## src/rtl/hex_digit_feeder.sv

```systemverilog
// Debug-display front end: captures a 32-bit word and presents one 16-bit half as four hex digit codes.
// Build option: define HEX_FREEZE_EN to enable the freeze key and the frozen (capture-inhibit) state.
module hex_digit_feeder #(
  parameter int DEBOUNCE_CYCLES = 500000,
  parameter int CNT_W           = 20
) (
  input  logic        clk,
  input  logic        rst_n,
  input  logic [31:0] value_in,
  input  logic        value_valid,
  input  logic        page_key_n,
  input  logic        freeze_key_n,
  output logic [3:0]  digit0,
  output logic [3:0]  digit1,
  output logic [3:0]  digit2,
  output logic [3:0]  digit3,
  output logic        page,
  output logic        frozen
);

`ifdef HEX_FREEZE_EN
  localparam int NKEYS = 2;
`else
  localparam int NKEYS = 1;
`endif

  logic [NKEYS-1:0] key_raw_n;
  logic [NKEYS-1:0] key_press;

  assign key_raw_n[0] = page_key_n;
`ifdef HEX_FREEZE_EN
  assign key_raw_n[1] = freeze_key_n;
`else
  logic unused_freeze_key_n;
  assign unused_freeze_key_n = freeze_key_n;
`endif

  // Per key: 2-flop synchronizer, debouncer, and a registered falling-edge detector on the debounced level.
  for (genvar gi = 0; gi < NKEYS; gi++) begin : g_key
    logic             sync1_reg;
    logic             sync2_reg;
    logic             stable_reg;
    logic             stable_seen_reg;
    logic             press_reg;
    logic [CNT_W-1:0] cnt_reg;

    always_ff @(posedge clk or negedge rst_n) begin
      if (!rst_n) begin
        sync1_reg       <= 1'b1;
        sync2_reg       <= 1'b1;
        stable_reg      <= 1'b1;
        stable_seen_reg <= 1'b1;
        press_reg       <= 1'b0;
        cnt_reg         <= '0;
      end else begin
        sync1_reg       <= key_raw_n[gi];
        sync2_reg       <= sync1_reg;
        stable_seen_reg <= stable_reg;
        press_reg       <= stable_seen_reg & ~stable_reg;
        if (sync2_reg == stable_reg) begin
          cnt_reg <= '0;
        end else if (cnt_reg == CNT_W'(DEBOUNCE_CYCLES - 1)) begin
          stable_reg <= sync2_reg;
          cnt_reg    <= '0;
        end else begin
          cnt_reg <= cnt_reg + 1'b1;
        end
      end
    end

    assign key_press[gi] = press_reg;
  end

  logic [31:0] capture_reg;
  logic        page_reg;
  logic        frozen_int;

`ifdef HEX_FREEZE_EN
  logic frozen_reg;

  always_ff @(posedge clk or negedge rst_n) begin
    if (!rst_n) begin
      frozen_reg <= 1'b0;
    end else if (key_press[1]) begin
      frozen_reg <= ~frozen_reg;
    end
  end

  assign frozen_int = frozen_reg;
`else
  assign frozen_int = 1'b0;
`endif

  // Capture sees the pre-toggle frozen value, so a strobe on a freeze-event edge still lands.
  always_ff @(posedge clk or negedge rst_n) begin
    if (!rst_n) begin
      capture_reg <= '0;
      page_reg    <= 1'b0;
    end else begin
      if (value_valid && !frozen_int) begin
        capture_reg <= value_in;
      end
      if (key_press[0]) begin
        page_reg <= ~page_reg;
      end
    end
  end

  logic [15:0] shown_half;
  assign shown_half = page_reg ? capture_reg[31:16] : capture_reg[15:0];

  assign digit0 = shown_half[3:0];
  assign digit1 = shown_half[7:4];
  assign digit2 = shown_half[11:8];
  assign digit3 = shown_half[15:12];
  assign page   = page_reg;
  assign frozen = frozen_int;

endmodule

```

## config.mk

```make
export PLATFORM = sky130hd
export DESIGN_NAME = hex_digit_feeder
export DESIGN_NICKNAME = d
export VERILOG_FILES = /design/src/rtl/hex_digit_feeder.sv
export SDC_FILE = /design/constraint.sdc
export NUM_CORES = 1
export LEC_CHECK = 0
export ABC_CLOCK_PERIOD_IN_PS = 2500
export CORE_ASPECT_RATIO = 2
export CORE_MARGIN = 4
export CORE_UTILIZATION = 25
export DETAILED_ROUTE_END_ITERATION = 12
export PLACE_DENSITY = 0.54
export RECOVER_POWER = 50
export SLEW_MARGIN = 20
export SYNTH_ARGS = -nofsm -noshare
export SYNTH_HDL_FRONTEND = slang
export SYNTH_SLANG_ARGS = --single-unit
```

## constraint.sdc

```tcl
create_clock -name clk -period 2.5 [get_ports clk]
set_input_delay 0.25 -clock clk [delete_from_list [all_inputs] [get_ports clk]]
set_output_delay 0.25 -clock clk [all_outputs]
set_load 0.02 [all_outputs]
```

==> results.ini <==
[run_status]
status=complete, but fails checks
failed_checks=capacitance limit, slew limit

[sta]
finalHoldViolCount=0
grt_setup_unrepaired=false
min_period_ns=2.20
setup_viol=0
period_share_pct=88.1
final.setup.tns_ns=0
tightest_slew_ns=1.84
max_clock_freq_ghz=0.454
relSlewSlack_pct=-22.7
whs_ns=0.354
drv_slew=65
skew_ns=0.00496

[worst_setup_path]
start_kind=flip-flop
worstPathArrival_ns=1.95
slowest_delay_ns=0.55
critPathSlowestCell=clkdlybuf4s50_1
cp_max_fo=15
r2r_slack_ns=0.52
path_cells=buf_4 -> mux2_2 -> clkdlybuf4s50_1
reg2reg_depth=5
required_ns=2.25
cp-startpoint=page$_DFFE_PN0P_
cp-end-kind=output pin
r2r_start=g_key[0].cnt_reg[0]$_DFF_PN0_
path_class=flip-flop to output pin

[global_route]
gr-usage-all-layers_pct=10.0
grt_max_degree=33
grt_pass1_vias=1977
gr-total-overflow=0
antenna_found_initial=0
grt_pass1_wl_mm=9.41

[power]
power_frac_seq_pct=42.3
power.switching_uw=529
p_clk_share_pct=46.7
power.density_nw_per_um2=688
sw_frac_of_total_pct=21.7
power_frac_comb_pct=11.0
internal-power_mw=1.91
leakage_nw=1.40
peakVddDrop_mv=0.403

[final_layout]
largest_register_ffs=32
seqCellArea_um2=1460
nets=301
multiInputGateArea_um2=1080
nFillCells=1046
drive_above_1_share_pct=28.4
diodes=0
area_growth_syn_to_layout_pct=35.9

[clock_tree]
clock_latency_ns=0.32
cts.clk_slew.worst_paths_ns=0.05
cts_resized=0
cts.sinks=58
holdBufCountCts=0
cts_buffers=9
cts_root_buf=clkbuf_16
cts_buffer_depth=2
cts_tree=built
htreeDepth=3
cts_setup_buffers=0

[routing]
via_per_inst=4.36
drc_errors=0
post_drt_wl_per_cell_um=13.8
drt_pass1_iterations=3
dr_total_vias=1759
ant_nets=0
drt-total-wl_mm=5.58
drtIter0Drc=40

[synth]
synth.yosys.seq_area_share_pct=55.9
syn_area_per_cell_um2=12.6
synth_edf_count=0
syn_nets=244
syn_area_um2=2600
ys.flop_type=dfrtp_1
ys_types=31
async_flop_share_pct=100
netlist_instances=206
yosysWarnings=0
synth-seq-cells=58

[placement]
hpwl_mm=4.04
place_congestion=0.796
port_buffers=52

[min_path]
holdPathStages=0
hold_start=g_key[0].sync1_reg$_DFF_PN1_
holdCritPathClass=flip-flop to flip-flop

[die]
core_um2=10100
die_x_um=80.2
rows=52
die_h_um=152
die_area_um2=12200
initial_core_util_pct=25.7
num_io_pins=55

[run]
max_cap_violations=2

cells in the mapped netlist (all sizes together), types with 2 or more instances:
| library cell | number | area share, % |
|---|---|---|
| xor2 | 5 | 1.7 |
| nor3 | 7 | 1.3 |
| inv | 4 | 0.58 |
| nand3 | 7 | 1.3 |
| o21ai | 3 | 0.72 |
| nor4 | 3 | 0.96 |
| xnor2 | 12 | 4.0 |
| nand4 | 7 | 2.2 |
| nor2 | 19 | 2.7 |
| dfrtp | 54 | 52 |
| dfstp | 4 | 4.0 |
| buf | 7 | 1.4 |
| mux2 | 49 | 21 |
| nor4b | 2 | 0.67 |
| and4 | 2 | 0.72 |
| a21oi | 2 | 0.38 |
| clkbuf | 3 | 0.43 |
| nand2 | 8 | 1.2 |
metrics by stage:
step                instances  area [um2]  utilization [%]  power, mW  setup WS (ns)
floorplan                 206        2600                -       1.17          0.665
global placement          387        3260             32.2       1.31          0.559
detailed placement        387        3260             32.2       1.32          0.530
CTS                       403        3550             35.0       2.49          0.246
global route              403        3540             34.9       2.56          0.188
finish                    403        3540             34.9       2.43          0.299
cells in the final DEF (no fill, tap or decap), types with 3 or more instances in the layout:
cell type,count
dfrtp_1,54
mux2_2,49
clkdlybuf4s50_1,49
nor2_1,19
xnor2_1,12
clkbuf_16,9
nand2_1,8
nand3_1,7
nor3_1,7
nand4_1,5
xor2_1,5
clkbuf_1,5
inv_1,4
clkbuf_8,3
dfstp_2,3
metal layers:
| metal | track usage [%] | vias to the layer above | routed length (um) |
|---|---|---|---|
| li1 | - | 826 | - |
| met1 | 10.4 | 879 | 2020 |
| met2 | 17.7 | 42 | 3150 |
| met3 | 2.96 | 12 | 257 |
| met4 | 5.00 | 0 | 153 |
| met5 | 0 | - | 0 |
final timing paths:
check                                                 end
max in group asynchronous     capture_reg[15]$_DFFE_PN0P_
max                                             digit3[2]
min                          g_key[0].sync2_reg$_DFF_PN1_
min reg2reg                  g_key[0].sync2_reg$_DFF_PN1_
max reg2reg                g_key[0].cnt_reg[18]$_DFF_PN0_
min in group asynchronous     capture_reg[22]$_DFFE_PN0P_
final cells by class:
type | count | area share [%]
clock inverter | 2 | 0.283
timing repair buffer | 56 | 15.0
sequential | 58 | 41.1
tap | 135 | 4.77
multi-input combinational | 134 | 30.6
inverter | 4 | 0.424
clock buffer | 14 | 7.74
power groups by stage:
stage	Combinational (mW)	Clock (mW)	Sequential, mW
final	0.268	1.14	1.03
after global routing	0.294	1.23	1.04
after CTS	0.277	1.18	1.03
after detailed placement	0.276	0	1.05
after global placement	0.273	0	1.04
after floorplan	0.140	0	1.03
critical path: cells and delay by family (launching register included):
family / cells / cell delay, ns
flip-flops: 1 / 0.42
multiplexers: 1 / 0.36
buffers and inverters: 2 / 0.84
logic make-up (layout without fill, tap and decap cells):
logic type	Yosys count	in the layout	share of synthesized area, %
and+or+nand+nor	59	59	12.3
DFF	58	58	55.9
muxes	50	50	21.6
xor gates and xnor gates	17	17	5.72
buffers and inverters	14	76	2.45
AOI/OAI and AO/OA	6	6	1.44
adders and majority gates	1	1	0.480
other	1	1	0.144
Note: power is estimated with default switching activity, not from simulation.
